<file path="src/rtl/ps2_pkg.sv">
// Shared PS/2 frame constants and byte type for the receiver slice.
package ps2_pkg;
   localparam logic [3:0] PS2_FRAME_BITS = 4'd11;
   localparam logic [3:0] PS2_START      = 4'd0;
   localparam logic [3:0] PS2_PARITY     = 4'd9;
   localparam logic [3:0] PS2_STOP       = PS2_FRAME_BITS - 4'd1;

   typedef logic [7:0] ps2_byte_t;
endpackage

</file>
<file path="src/rtl/ps2_clk_filter.sv">
// Two-flop synchroniser for both PS/2 pins, FILTER_LEN-sample deglitch on the
// clock pin, and a one-cycle strobe on each falling edge of the filtered clock.
module ps2_clk_filter #(
   parameter int FILTER_LEN = 4
) (
   input  logic clk,
   input  logic clr,
   input  logic ps2_clk,
   input  logic ps2_data,
   output logic sample,
   output logic data_sync
);
   localparam int CW = (FILTER_LEN > 2) ? $clog2(FILTER_LEN) : 1;

   logic [1:0]    clk_sync;
   logic [1:0]    dat_sync;
   logic          filt;
   logic [CW-1:0] cnt;

   always_ff @(posedge clk) begin
      if (clr) begin
         clk_sync <= 2'b11;
         dat_sync <= 2'b11;
         filt     <= 1'b1;
         cnt      <= '0;
         sample   <= 1'b0;
      end else begin
         clk_sync <= {clk_sync[0], ps2_clk};
         dat_sync <= {dat_sync[0], ps2_data};
         sample   <= 1'b0;
         // cnt tracks how long the synchronised pin has disagreed with filt
         if (clk_sync[1] == filt) begin
            cnt <= '0;
         end else if (cnt == CW'(FILTER_LEN - 1)) begin
            filt   <= clk_sync[1];
            cnt    <= '0;
            sample <= filt;
         end else begin
            cnt <= cnt + CW'(1);
         end
      end
   end

   assign data_sync = dat_sync[1];
endmodule

</file>
<file path="src/rtl/ps2_rx_fifo.sv">
// PS/2 device-to-host receiver: frame deserialiser, byte FIFO, sticky flags.
// Define PS2_RX_TIMEOUT_EN to add the mid-frame idle timeout resync.
module ps2_rx_fifo
   import ps2_pkg::*;
#(
   parameter int DEPTH_LOG2     = 3,
   parameter int FILTER_LEN     = 4,
   parameter int TIMEOUT_CYCLES = 10000
) (
   input  logic                clk,
   input  logic                clr,
   input  logic                ps2_clk,
   input  logic                ps2_data,
   input  logic                rdn,
   output logic [7:0]          data,
   output logic                ready,
   output logic                overflow,
   output logic                parity_err,
   output logic                frame_err,
   output logic [DEPTH_LOG2:0] level
);
   localparam int PW = DEPTH_LOG2 + 1;

   logic                         sample;
   logic                         din;
   logic                         timeout;
   logic [3:0]                   bit_cnt;
   logic [PS2_PARITY:PS2_START]  sr;
   logic [DEPTH_LOG2:0]          wr_ptr;
   logic [DEPTH_LOG2:0]          rd_ptr;
   ps2_byte_t                    mem [2**DEPTH_LOG2];
   logic                         frame_done;
   logic                         start_stop_bad;
   logic                         parity_bad;
   logic                         good;
   logic                         empty;
   logic                         full;
   logic                         rd_acc;
   logic                         wr_acc;

   ps2_clk_filter #(.FILTER_LEN(FILTER_LEN)) u_filter (
      .clk       (clk),
      .clr       (clr),
      .ps2_clk   (ps2_clk),
      .ps2_data  (ps2_data),
      .sample    (sample),
      .data_sync (din)
   );

   // sr holds start..parity when the stop bit arrives; din is the stop bit
   assign frame_done     = sample && (bit_cnt == PS2_STOP);
   assign start_stop_bad = sr[PS2_START] | ~din;
   assign parity_bad     = ~(^sr[PS2_PARITY:1]);
   assign good           = frame_done & ~start_stop_bad & ~parity_bad;

   assign empty  = (wr_ptr == rd_ptr);
   assign full   = (wr_ptr[DEPTH_LOG2-1:0] == rd_ptr[DEPTH_LOG2-1:0]) &&
                   (wr_ptr[DEPTH_LOG2] != rd_ptr[DEPTH_LOG2]);
   assign rd_acc = ~rdn & ~empty;
   // a read in the same cycle frees the slot a full FIFO needs
   assign wr_acc = good & (~full | rd_acc);

   assign ready = ~empty;
   assign level = wr_ptr - rd_ptr;
   assign data  = mem[rd_ptr[DEPTH_LOG2-1:0]];

`ifdef PS2_RX_TIMEOUT_EN
   localparam int TW = $clog2(TIMEOUT_CYCLES + 1);
   logic [TW-1:0] tmr;

   always_ff @(posedge clk) begin
      if (clr) begin
         tmr <= '0;
      end else if (sample) begin
         tmr <= TW'(TIMEOUT_CYCLES - 1);
      end else if ((bit_cnt != 4'd0) && (tmr != '0)) begin
         tmr <= tmr - TW'(1);
      end
   end

   assign timeout = (bit_cnt != 4'd0) && (tmr == '0) && !sample;
`else
   logic unused_timeout;
   assign unused_timeout = (TIMEOUT_CYCLES > 0);
   assign timeout        = 1'b0;
`endif

   always_ff @(posedge clk) begin
      if (clr) begin
         bit_cnt    <= 4'd0;
         wr_ptr     <= '0;
         rd_ptr     <= '0;
         overflow   <= 1'b0;
         parity_err <= 1'b0;
         frame_err  <= 1'b0;
      end else begin
         if (timeout) begin
            bit_cnt <= 4'd0;
         end else if (sample) begin
            bit_cnt <= (bit_cnt == PS2_STOP) ? 4'd0 : bit_cnt + 4'd1;
         end
         if (wr_acc) wr_ptr <= wr_ptr + PW'(1);
         if (rd_acc) rd_ptr <= rd_ptr + PW'(1);
         overflow   <= (good & full & ~rd_acc) | (overflow & ~rd_acc);
         parity_err <= (frame_done & parity_bad) | (parity_err & ~rd_acc);
         frame_err  <= (frame_done & start_stop_bad) | timeout | (frame_err & ~rd_acc);
      end
   end

   always_ff @(posedge clk) begin
      if (sample) sr <= {din, sr[PS2_PARITY:1]};
      if (wr_acc) mem[wr_ptr[DEPTH_LOG2-1:0]] <= sr[8:1];
   end
endmodule
</file>
<file path="config.mk">
export PLATFORM = sky130hd
export DESIGN_NAME = ps2_rx_fifo
export DESIGN_NICKNAME = d
export VERILOG_FILES = /design/src/rtl/ps2_pkg.sv /design/src/rtl/ps2_clk_filter.sv /design/src/rtl/ps2_rx_fifo.sv
export SDC_FILE = /design/constraint.sdc
export NUM_CORES = 1
export LEC_CHECK = 0
export CORE_MARGIN = 2
export CORE_UTILIZATION = 45
export DETAILED_ROUTE_END_ITERATION = 16
export PLACE_DENSITY = 0.65
export SYNTH_ARGS = -nofsm -noshare
export SYNTH_HDL_FRONTEND = slang
export SYNTH_SLANG_ARGS = --single-unit
</file>
<file path="constraint.sdc">
create_clock -name clk -period 2.8 [get_ports clk]
set_input_delay 0.56 -clock clk [delete_from_list [all_inputs] [get_ports clk]]
set_output_delay 0.56 -clock clk [all_outputs]
set_load 0.02 [all_outputs]
</file>
==> results of run 1 <==
-- layout by cell type, fill, tap and decap left out, drive strengths merged, types with 9 or more instances in the layout --
master / instances
mux4: 16
buf: 15
clkdlybuf4s50: 9
dlygate4sd2: 10
clkbuf: 9
a21oi: 9
edfxtp: 74
dfxtp: 26
nor2: 17
xnor2: 10
inv: 10
-- through the flow --
| stage | area (um^2) | power [uW] | hold WS (ps) | cells | setup TNS, ps |
|---|---|---|---|---|---|
| after global placement | 4410 | 1620 | 392 | 380 | 0 |
| final | 4600 | 2460 | 415 | 396 | 0 |
| after CTS | 4590 | 2490 | 419 | 396 | 0 |
| after floorplan | 3990 | 1610 | 389 | 245 | -61.5 |
| after detailed placement | 4410 | 1620 | 394 | 380 | 0 |
| after global routing | 4600 | 2550 | 422 | 396 | 0 |
-- report_power, final --
group	internal, uW	switching (uW)	total (uW)	leakage [uW]
clock network	408	465	873	0.0000869
logic	8.90	6.68	15.6	0.000572
registers	1570	1.40	1570	0.000876
-- state kept, by name (all words and copies together), names as in the netlist, named ones only --
signal,cells
u_filter.clk_sync,2
u_filter.dat_sync,2
parity_err,1
sr,10
rd_ptr,4
u_filter.cnt,2
mem,64
u_filter.filt,1
overflow,1
wr_ptr,4
u_filter.sample,1
bit_cnt,4
frame_err,1
-- cells by family after synthesis --
| logic type | Yosys count | synth area share [%] |
|---|---|---|
| compound gates | 22 | 3.42 |
| xor+xnor | 16 | 4.55 |
| fa+ha+maj | 7 | 2.39 |
| buf+inv | 17 | 1.66 |
| flops | 100 | 68.8 |
| mux | 24 | 11.3 |
| simple gates | 59 | 7.88 |
-- routing by layer --
metal	vias up	share of wire (%)
li1	1003	-
met1	1005	46
met2	37	50
met3	9	3.3
met4	0	1.1
met5	-	0
-- worst paths after layout --
path,startpoint,end,depth (start not counted)
max,wr_ptr[2]$_SDFFE_PP0P_,ready,4
min,u_filter.clk_sync[0]$_SDFF_PP1_,u_filter.clk_sync[1]$_SDFF_PP1_,1
max reg2reg,sr[7]$_DFFE_PP_,mem[3][7]$_DFFE_PP_,6
min reg2reg,u_filter.clk_sync[0]$_SDFF_PP1_,u_filter.clk_sync[1]$_SDFF_PP1_,1
-- Yosys cell counts, types with 2 or more instances --
master    instances
a21oi_1           9
nand2b_1          3
nor2b_1           3
nor2_1           17
nor3b_1           3
xor2_1            5
ha_1              6
buf_2             2
buf_1             2
nor3_1            3
xnor2_1           8
mux4_2           16
nand3b_1          2
inv_1             9
dfxtp_1          26
nor4_1            3
nand2_1           8
edfxtp_1         74
and3_1            2
o21ai_0           5
or2_2             4
clkbuf_1          4
a22oi_1           3
nand3_1           6
mux2_2            8
-- layout make-up --
cell class | count | area (um^2) | area share [%]
timing repair buffer | 35 | 315 | 6.85
clock buffer | 9 | 124 | 2.69
clock inverter | 7 | 66.3 | 1.44
multi-input combinational | 128 | 1180 | 25.7
inverter | 9 | 33.8 | 0.734
tap | 108 | 135 | 2.94
sequential | 100 | 2740 | 59.6
-- worst max-delay path, stage by stage (launching register included) --
cell             delay [ps]
dfxtp_1                 500
ha_1                    320
and3_1                  210
nand2_1                  80
clkdlybuf4s50_1         610
-- repair_timing --
item	in CTS	in global routing
gates cloned	0	0
setup endpoints to repair	11	9
hold buffers	0	0
hold endpoints to repair	0	0
resized for setup	11	2
==> flow_summary.json, run 1 <==
{
  "io_buffers": 20,
  "place_congestion": 0.769,
  "viasPerCell": 5.19,
  "fin_crit_ps": 2630,
  "clk_pin_slew_ps": 90,
  "die_w_um": 98.1,
  "syn-mean-instance-area_um2": 16.3,
  "synth-seq-cells": 100,
  "rows": 34,
  "clk_latency_ps": 360,
  "die_h_um": 98.1,
  "dpl.hpwl_um": 4160,
  "synth_top_area_share_pct": 55.7,
  "cts-buffers-inserted": 9,
  "arrival_ps": 2070,
  "grt_use_met3_pct": 3.72,
  "synth_warnings": 0,
  "cts_setup_buffers": 0,
  "yosys.area.top_type": "edfxtp_1",
  "post-route-period-util_pct": 93.8,
  "clock_path_buffers": 2,
  "rrSetupSlack_ps": 390,
  "peakVddDrop_mv": 0.312,
  "htree_levels": 3,
  "synth_ff_type": "edfxtp_1",
  "dp_slack_ps": 313,
  "fmax_mhz": 381,
  "hold_viol": 0,
  "drt-pass1-iter-count": 4,
  "cp_max_fo": 9,
  "grt_max_degree": 17,
  "dieArea_mm2": 0.00963,
  "synth_area_leaders": "edfxtp_1 56%, dfxtp_1 13%, mux4_2 9.0%",
  "power_density_mw_per_mm2": 534,
  "met2_usage_pct": 25.2,
  "nets": 295,
  "grt_pass1_wl_um": 10700,
  "synthToLayoutAreaGrowth_pct": 15.5,
  "rsz0062_at_grt": "false",
  "fin_skew_ps": 11.7,
  "leakagePower_uw": 0.00153,
  "wl_um": 6640,
  "slew_headroom_pct": 65.1,
  "cap_violations": 0,
  "worstMarginPinSlew_ps": 523,
  "cts_root_buffer": "clkbuf_8",
  "antenna_found_initial": 0,
  "cts_tree": "built",
  "ant_nets": 0,
  "syn_area_mm2": 0.00399,
  "diodes": 0,
  "setup-violations-final": 0,
  "track_usage_pct": 15.0,
  "use_met1_pct": 19.2,
  "hp-class": "reg2reg",
  "synth_fp_nets": 257,
  "setup_slack_ps": 174,
  "ys_types": 39,
  "drt_iter0_drc": 90,
  "outcome": "finished, final reports clean",
  "wl_per_cell_um": 16.8,
  "drcViolationCount": 0,
  "clkSinkCount": 100,
  "ios": 21,
  "coreArea_mm2": 0.00864,
  "layout-drive-gt1-share_pct": 22.6,
  "cp-end-kind": "output pin",
  "drv_slew": 0,
  "fillCellCount": 728,
  "yosysSeqAreaShare_pct": 68.8,
  "start_util_pct": 46.2,
  "cp-start-kind": "flip-flop",
  "async_flop_share_pct": 0,
  "netlist_instances": 245,
  "vias": 2054,
  "synth_edf_count": 74,
  "grt-ovfl-total": 0,
  "utilization_pct": 53.3,
  "cp.required_ps": 2240,
  "grt_pass1_vias": 2032,
  "critPathKind": "reg2out",
  "grt-busiest-layer": "met2"
}
(Power assumes the default switching activity.)
==> run 2, diff against run 1 <==
- GPL_ROUTABILITY_DRIVEN: default -> 0
==> results of run 2 <==
Final layout, timing and power as in run 1 (identical DEF).
